### src/rtl/hazard_ctrl_if.sv
// Bundle between the pipeline (master) and the hazard controller (slave):
// stage hazard inputs in, per-stage write enables, flushes and the stall counter out.
interface hazard_ctrl_if #(
   parameter int ADDR_WIDTH = 5,
   parameter int CNT_WIDTH  = 32
);
   logic [ADDR_WIDTH-1:0] id_rs1_addr;
   logic [ADDR_WIDTH-1:0] id_rs2_addr;
   logic                  id_rs1_used;
   logic                  id_rs2_used;
   logic [ADDR_WIDTH-1:0] ex_rd_addr;
   logic                  ex_mem_r;
   logic                  ex_busy;
   logic                  ex_redirect;
   logic                  mem_req;
   logic                  dmem_ready;
   logic                  pc_we;
   logic                  if_id_we;
   logic                  id_ex_we;
   logic                  ex_mem_we;
   logic                  mem_wb_we;
   logic                  if_id_flush;
   logic                  id_ex_flush;
   logic                  ex_mem_flush;
   logic [CNT_WIDTH-1:0]  stall_cycles;

   modport master (
      output id_rs1_addr, id_rs2_addr, id_rs1_used, id_rs2_used,
             ex_rd_addr, ex_mem_r, ex_busy, ex_redirect, mem_req, dmem_ready,
      input  pc_we, if_id_we, id_ex_we, ex_mem_we, mem_wb_we,
             if_id_flush, id_ex_flush, ex_mem_flush, stall_cycles
   );

   modport slave (
      input  id_rs1_addr, id_rs2_addr, id_rs1_used, id_rs2_used,
             ex_rd_addr, ex_mem_r, ex_busy, ex_redirect, mem_req, dmem_ready,
      output pc_we, if_id_we, id_ex_we, ex_mem_we, mem_wb_we,
             if_id_flush, id_ex_flush, ex_mem_flush, stall_cycles
   );
endinterface

### src/rtl/hazard_ctrl_unit.sv
// Pipeline hazard controller: load-use bubbles, dmem wait freeze, EX busy stall and
// redirect flush, with a saturating count of cycles in which the PC was held.
//
// state (lu_cnt) | meaning
// 0              | no pending load-use bubbles; a new hazard may be accepted
// 1..6           | extra load-use bubbles still to insert
module hazard_ctrl_unit #(
   parameter int ADDR_WIDTH     = 5,
   parameter int LOAD_USE_STALL = 1,
   parameter int CNT_WIDTH      = 32
) (
   input  logic       clk,
   input  logic       rst,
   hazard_ctrl_if.slave hc
);
   localparam logic [ADDR_WIDTH-1:0] REG_X0    = '0;
   localparam logic [2:0]            LU_RELOAD = 3'(LOAD_USE_STALL - 1);

   logic [2:0]           lu_cnt;
   logic [CNT_WIDTH-1:0] stall_cnt;
   logic                 hazard_lu;
   logic                 mem_wait;

   assign hazard_lu = hc.ex_mem_r && (hc.ex_rd_addr != REG_X0) &&
                      ((hc.id_rs1_used && (hc.id_rs1_addr == hc.ex_rd_addr)) ||
                       (hc.id_rs2_used && (hc.id_rs2_addr == hc.ex_rd_addr)));
   assign mem_wait  = hc.mem_req && !hc.dmem_ready;

   always_comb begin
      hc.pc_we        = 1'b0;
      hc.if_id_we     = 1'b0;
      hc.id_ex_we     = 1'b0;
      hc.ex_mem_we    = 1'b0;
      hc.mem_wb_we    = 1'b0;
      hc.if_id_flush  = 1'b0;
      hc.id_ex_flush  = 1'b0;
      hc.ex_mem_flush = 1'b0;
      if (rst) begin
         hc.if_id_flush  = 1'b1;
         hc.id_ex_flush  = 1'b1;
         hc.ex_mem_flush = 1'b1;
      end else if (mem_wait) begin
         // whole pipe frozen, nothing to do
      end else if (hc.ex_redirect) begin
         hc.pc_we       = 1'b1;
         hc.if_id_we    = 1'b1;
         hc.id_ex_we    = 1'b1;
         hc.ex_mem_we   = 1'b1;
         hc.mem_wb_we   = 1'b1;
         hc.if_id_flush = 1'b1;
         hc.id_ex_flush = 1'b1;
      end else if (hc.ex_busy) begin
         hc.ex_mem_we    = 1'b1;
         hc.ex_mem_flush = 1'b1;
         hc.mem_wb_we    = 1'b1;
      end else if ((lu_cnt != 3'd0) || hazard_lu) begin
         hc.id_ex_we    = 1'b1;
         hc.ex_mem_we   = 1'b1;
         hc.mem_wb_we   = 1'b1;
         hc.id_ex_flush = 1'b1;
      end else begin
         hc.pc_we     = 1'b1;
         hc.if_id_we  = 1'b1;
         hc.id_ex_we  = 1'b1;
         hc.ex_mem_we = 1'b1;
         hc.mem_wb_we = 1'b1;
      end
   end

   always_ff @(posedge clk or posedge rst) begin
      if (rst) begin
         lu_cnt    <= 3'd0;
         stall_cnt <= '0;
      end else begin
         if (!mem_wait) begin
            if (hc.ex_redirect)
               lu_cnt <= 3'd0;
            else if (hc.ex_busy)
               lu_cnt <= lu_cnt;
            else if (lu_cnt != 3'd0)
               lu_cnt <= lu_cnt - 3'd1;
            else if (hazard_lu)
               lu_cnt <= LU_RELOAD;
         end
         if (!hc.pc_we && (stall_cnt != {CNT_WIDTH{1'b1}}))
            stall_cnt <= stall_cnt + 1'b1;
      end
   end

   assign hc.stall_cycles = stall_cnt;
endmodule
### src/flat_wrapper.sv
// flat-port wrapper written by rule: the top's interface ports become plain ports
module hazard_ctrl_unit_flat 
#(
   parameter int ADDR_WIDTH     = 5,
   parameter int LOAD_USE_STALL = 1,
   parameter int CNT_WIDTH      = 32
)
  (clk, rst, hc_id_rs1_addr, hc_id_rs2_addr, hc_id_rs1_used, hc_id_rs2_used, hc_ex_rd_addr, hc_ex_mem_r, hc_ex_busy, hc_ex_redirect, hc_mem_req, hc_dmem_ready, hc_pc_we, hc_if_id_we, hc_id_ex_we, hc_ex_mem_we, hc_mem_wb_we, hc_if_id_flush, hc_id_ex_flush, hc_ex_mem_flush, hc_stall_cycles);
  hazard_ctrl_if #(.ADDR_WIDTH(ADDR_WIDTH), .CNT_WIDTH(CNT_WIDTH)) hc_i ();
  input  logic clk;
  input  logic rst;
  input wire logic [$bits(hc_i.id_rs1_addr)-1:0] hc_id_rs1_addr;
  input wire logic [$bits(hc_i.id_rs2_addr)-1:0] hc_id_rs2_addr;
  input wire logic [$bits(hc_i.id_rs1_used)-1:0] hc_id_rs1_used;
  input wire logic [$bits(hc_i.id_rs2_used)-1:0] hc_id_rs2_used;
  input wire logic [$bits(hc_i.ex_rd_addr)-1:0] hc_ex_rd_addr;
  input wire logic [$bits(hc_i.ex_mem_r)-1:0] hc_ex_mem_r;
  input wire logic [$bits(hc_i.ex_busy)-1:0] hc_ex_busy;
  input wire logic [$bits(hc_i.ex_redirect)-1:0] hc_ex_redirect;
  input wire logic [$bits(hc_i.mem_req)-1:0] hc_mem_req;
  input wire logic [$bits(hc_i.dmem_ready)-1:0] hc_dmem_ready;
  output wire logic [$bits(hc_i.pc_we)-1:0] hc_pc_we;
  output wire logic [$bits(hc_i.if_id_we)-1:0] hc_if_id_we;
  output wire logic [$bits(hc_i.id_ex_we)-1:0] hc_id_ex_we;
  output wire logic [$bits(hc_i.ex_mem_we)-1:0] hc_ex_mem_we;
  output wire logic [$bits(hc_i.mem_wb_we)-1:0] hc_mem_wb_we;
  output wire logic [$bits(hc_i.if_id_flush)-1:0] hc_if_id_flush;
  output wire logic [$bits(hc_i.id_ex_flush)-1:0] hc_id_ex_flush;
  output wire logic [$bits(hc_i.ex_mem_flush)-1:0] hc_ex_mem_flush;
  output wire logic [$bits(hc_i.stall_cycles)-1:0] hc_stall_cycles;
  assign hc_i.id_rs1_addr = hc_id_rs1_addr;
  assign hc_i.id_rs2_addr = hc_id_rs2_addr;
  assign hc_i.id_rs1_used = hc_id_rs1_used;
  assign hc_i.id_rs2_used = hc_id_rs2_used;
  assign hc_i.ex_rd_addr = hc_ex_rd_addr;
  assign hc_i.ex_mem_r = hc_ex_mem_r;
  assign hc_i.ex_busy = hc_ex_busy;
  assign hc_i.ex_redirect = hc_ex_redirect;
  assign hc_i.mem_req = hc_mem_req;
  assign hc_i.dmem_ready = hc_dmem_ready;
  assign hc_pc_we = hc_i.pc_we;
  assign hc_if_id_we = hc_i.if_id_we;
  assign hc_id_ex_we = hc_i.id_ex_we;
  assign hc_ex_mem_we = hc_i.ex_mem_we;
  assign hc_mem_wb_we = hc_i.mem_wb_we;
  assign hc_if_id_flush = hc_i.if_id_flush;
  assign hc_id_ex_flush = hc_i.id_ex_flush;
  assign hc_ex_mem_flush = hc_i.ex_mem_flush;
  assign hc_stall_cycles = hc_i.stall_cycles;
  hazard_ctrl_unit #(.ADDR_WIDTH(ADDR_WIDTH), .LOAD_USE_STALL(LOAD_USE_STALL), .CNT_WIDTH(CNT_WIDTH)) u_core (.clk(clk), .rst(rst), .hc(hc_i));
endmodule
### config.mk
export PLATFORM = sky130hd
export DESIGN_NAME = hazard_ctrl_unit_flat
export DESIGN_NICKNAME = d
export VERILOG_FILES = /design/src/rtl/hazard_ctrl_if.sv /design/src/rtl/hazard_ctrl_unit.sv /design/src/flat_wrapper.sv
export SDC_FILE = /design/constraint.sdc
export NUM_CORES = 1
export LEC_CHECK = 0
export CORE_MARGIN = 2
export CORE_UTILIZATION = 30
export DETAILED_ROUTE_END_ITERATION = 8
export GPL_ROUTABILITY_DRIVEN = 0
export GPL_TIMING_DRIVEN = 0
export HOLD_SLACK_MARGIN = 0.15
export PLACE_DENSITY = 0.64
export SYNTH_ARGS = -nofsm -noshare
export SYNTH_HDL_FRONTEND = slang
export SYNTH_SLANG_ARGS = --single-unit
### constraint.sdc
create_clock -name clk -period 4.3 [get_ports clk]
set_input_delay 0.43 -clock clk [delete_from_list [all_inputs] [get_ports clk]]
set_output_delay 0.43 -clock clk [all_outputs]
set_load 0.05 [all_outputs]
==> results.yml <==
floorplan:
  dieHeight_um: 86.71
  core_area_um2: 6719
  io_pins: 64
  rows: 30
  initial_utilization: 0.3054
  die-area_um2: 7518
  die_w_um: 86.71
sta:
  rsz0062_at_grt: "no"
  fin_ws_ns: 0.4570
  clock.fmax_mhz: 260.2
  tns_ns: 0
  final_max_slew_viol_count: 0
  setup_viol: 0
  hold_violations: 0
  period_needed_ns: 3.843
  slew_headroom: 0.4869
  finClkSkew_ns: 0.007479
  worst_pin_slew_ns: 0.7685
  fin_crit_sh: 0.8937
yosys:
  syn-num-nets: 233
  synth_edf_count: 0
  synth.distinct_cells: 43
  synth.most_common_cell: "dfrtp_1"
  synth_area_per_cell_um2: 9.961
  seq_area_frac_synth: 0.4268
  yosys-top-cells-area: "dfrtp_1, xor2_1, xnor2_1, nor4_1, nand2_1"
  synth-async-reset-ratio: 1.000
  synth_top_area_cell: "dfrtp_1"
  ys_seq_elements: 35
  synth_top_area_frac: 0.4268
  ys_warn_count: 0
  netlist_instances: 206
  synthesis.area_um2: 2052
  ys.flop_type: "dfrtp_1"
  synth_common_cells: "dfrtp_1, xor2_1, nand2_1"
worst_setup_path:
  worst_path_max_delay_cell: "clkdlybuf4s50_1"
  reg2reg_setup_slack_ns: 1.77
  crit-reg2reg-launch: "u_core.hc.stall_cycles[0]"
  cp-endpoint: "hc_pc_we"
  worstPathCellList: "clkdlybuf4s50_1, or4_1, o21a_1, o31a_1, o32ai_4, buf_4, buf_4, clkdlybuf4s50_1"
  worstPathArrival_ns: 3.41
  end_kind: "output pin"
  critPathLaunch: "hc_ex_rd_addr[0]"
  critPathKind: "input pin to output pin"
  crit_fanout: 11
  worstSetupStartpointType: "input pin"
  rr_endpoint: "u_core.hc.stall_cycles[10]"
  crit_required_ns: 3.87
  slowest_delay_ns: 0.78
  reg2reg_depth: 8
power:
  p_leak_nw: 1.148
  peakVddDrop_uv: 272.0
  p_per_area_nw_per_um2: 446.5
final_layout:
  fin_util: 0.4291
  n_fill_cell: 662
  multi_input_area_um2: 1084
  area_delta_synth_final_pct: 40.49
  nNetsFinal: 303
  drive_gt1_frac: 0.08303
  n_antenna_cell: 0
  final-seq-area_um2: 875.8
routing:
  wl_per_cell_um: 13.73
  dr.first_iter.drc_count: 62
  vias: 1760
  wl_mm: 4.901
  drc: 0
  drtAntennaViolNets: 0
  dr.pass1.iters: 4
  viasPerCell: 4.930
clock_network:
  cts_tree: "built"
  postCtsResizedCells: 0
  root_buffer: "clkbuf_8"
  post_cts_buffers: 0
  clk_latency_ns: 0.29
  cts_buffers: 5
  cts_max_level: 2
  clock_sinks: 35
  cts.clk_slew.worst_paths_ns: 0.07
  clockBufferDepth: 2
  postCtsHoldBufs: 0
global_route:
  grt_usage: 0.1334
  overflow: 0
  grt_first_pass_wirelength_mm: 7.983
  first_global_vias: 1674
  antenna_found_initial: 0
  grt_max_degree: 39
flow_run:
  maxCapViolations: 0
min_path:
  holdPathStages: 1
  hp-class: "register to register"
outcome:
  run_status: "completed"
place:
  dp_slack_ns: 0.4401
  place.port_buffers: 63
  hpwl_mm: 3.685
## layout by cell type, fill, tap and decap left out, types with 2 or more instances in the layout
cell             Yosys  final
xnor2_1             15     15
nor3_1               7      7
nand4_1              8      8
or4_1                4      4
o21ai_0              3      3
and3_1               2      2
clkbuf_8             0      7
and4_1               4      4
nor2b_1              2      2
inv_1                9      8
clkdlybuf4s50_1      0     63
nor4b_1              4      4
dfrtp_1             35     35
nor4_1              15     15
xor2_1              25     25
nand2_1             16     16
nor2_1               8      8
or3_1                5      5
ha_1                 3      3
nand3_1             11     11
buf_2                2      2
clkbuf_1             2      3
buf_4                4      4
## cells by family (layout without fill, tap and decap cells)
| group | after synthesis | after routing | synth area share |
|---|---|---|---|
| flip-flops | 35 | 35 | 0.4268 |
| AO/OA/AOI/OAI | 11 | 11 | 0.04818 |
| buffers and inverters | 18 | 89 | 0.04512 |
| multiplexers | 2 | 2 | 0.01280 |
| adder cells (fa/ha/maj) | 3 | 3 | 0.01829 |
| AND/OR/NAND/NOR | 97 | 97 | 0.2781 |
| XOR/XNOR | 40 | 40 | 0.1707 |
## power breakdown
part	total [W]	switching [W]	internal, W
Sequential	0.000476	0.0000847	0.000391
Clock	0.000261	0.000115	0.000146
Combinational	0.000550	0.000345	0.000205
Total	0.00129	0.000545	0.000742
## critical path, delay by kind of cell
family | cells | cell delay [ns]
AND/OR/NAND/NOR | 1 | 0.55
buffers and inverters | 4 | 1.62
AO/OA/AOI/OAI | 3 | 0.80
## registers in the layout (all words and copies together) (netlist names)
name                    count
u_core.hc.stall_cycles     32
u_core.lu_cnt               3
## metal layers
metal  track usage  share of wire
met5             0              0
met3       0.04190          0.068
met4       0.03409         0.0098
met1        0.1762           0.47
met2        0.2126           0.45
## worst min-delay path by stage
stage	start	end
2_1_floorplan	u_core.lu_cnt[1]	u_core.lu_cnt[1]
6_report	u_core.hc.stall_cycles[29]	u_core.hc.stall_cycles[29]
3_5_place_dp	u_core.hc.stall_cycles[8]	u_core.hc.stall_cycles[8]
5_1_grt	u_core.hc.stall_cycles[29]	u_core.hc.stall_cycles[29]
3_3_place_gp	u_core.hc.stall_cycles[8]	u_core.hc.stall_cycles[8]
4_1_cts	u_core.hc.stall_cycles[29]	u_core.hc.stall_cycles[29]
## through the flow
stage | power, W | hold slack, ns | area, um2 | std cells
after floorplan | 0.0008343 | 0.5028 | 2052 | 206
after global placement | 0.001029 | 0.4719 | 2783 | 349
after detailed placement | 0.001034 | 0.4894 | 2783 | 349
after CTS | 0.001298 | 0.5020 | 2883 | 357
after global routing | 0.001352 | 0.5246 | 2883 | 357
final | 0.001287 | 0.4950 | 2883 | 357
## area by class of cell
| class | count | area share |
|---|---|---|
| inverters | 9 | 0.01172 |
| plain buffers | 9 | 0.02040 |
| multi-input cells | 153 | 0.3759 |
| well taps | 80 | 0.03472 |
| clock buffers | 8 | 0.03472 |
| flip-flops and latches | 35 | 0.3038 |
| repair buffers | 63 | 0.2188 |
No activity file was read; power rests on OpenSTA's default activity.
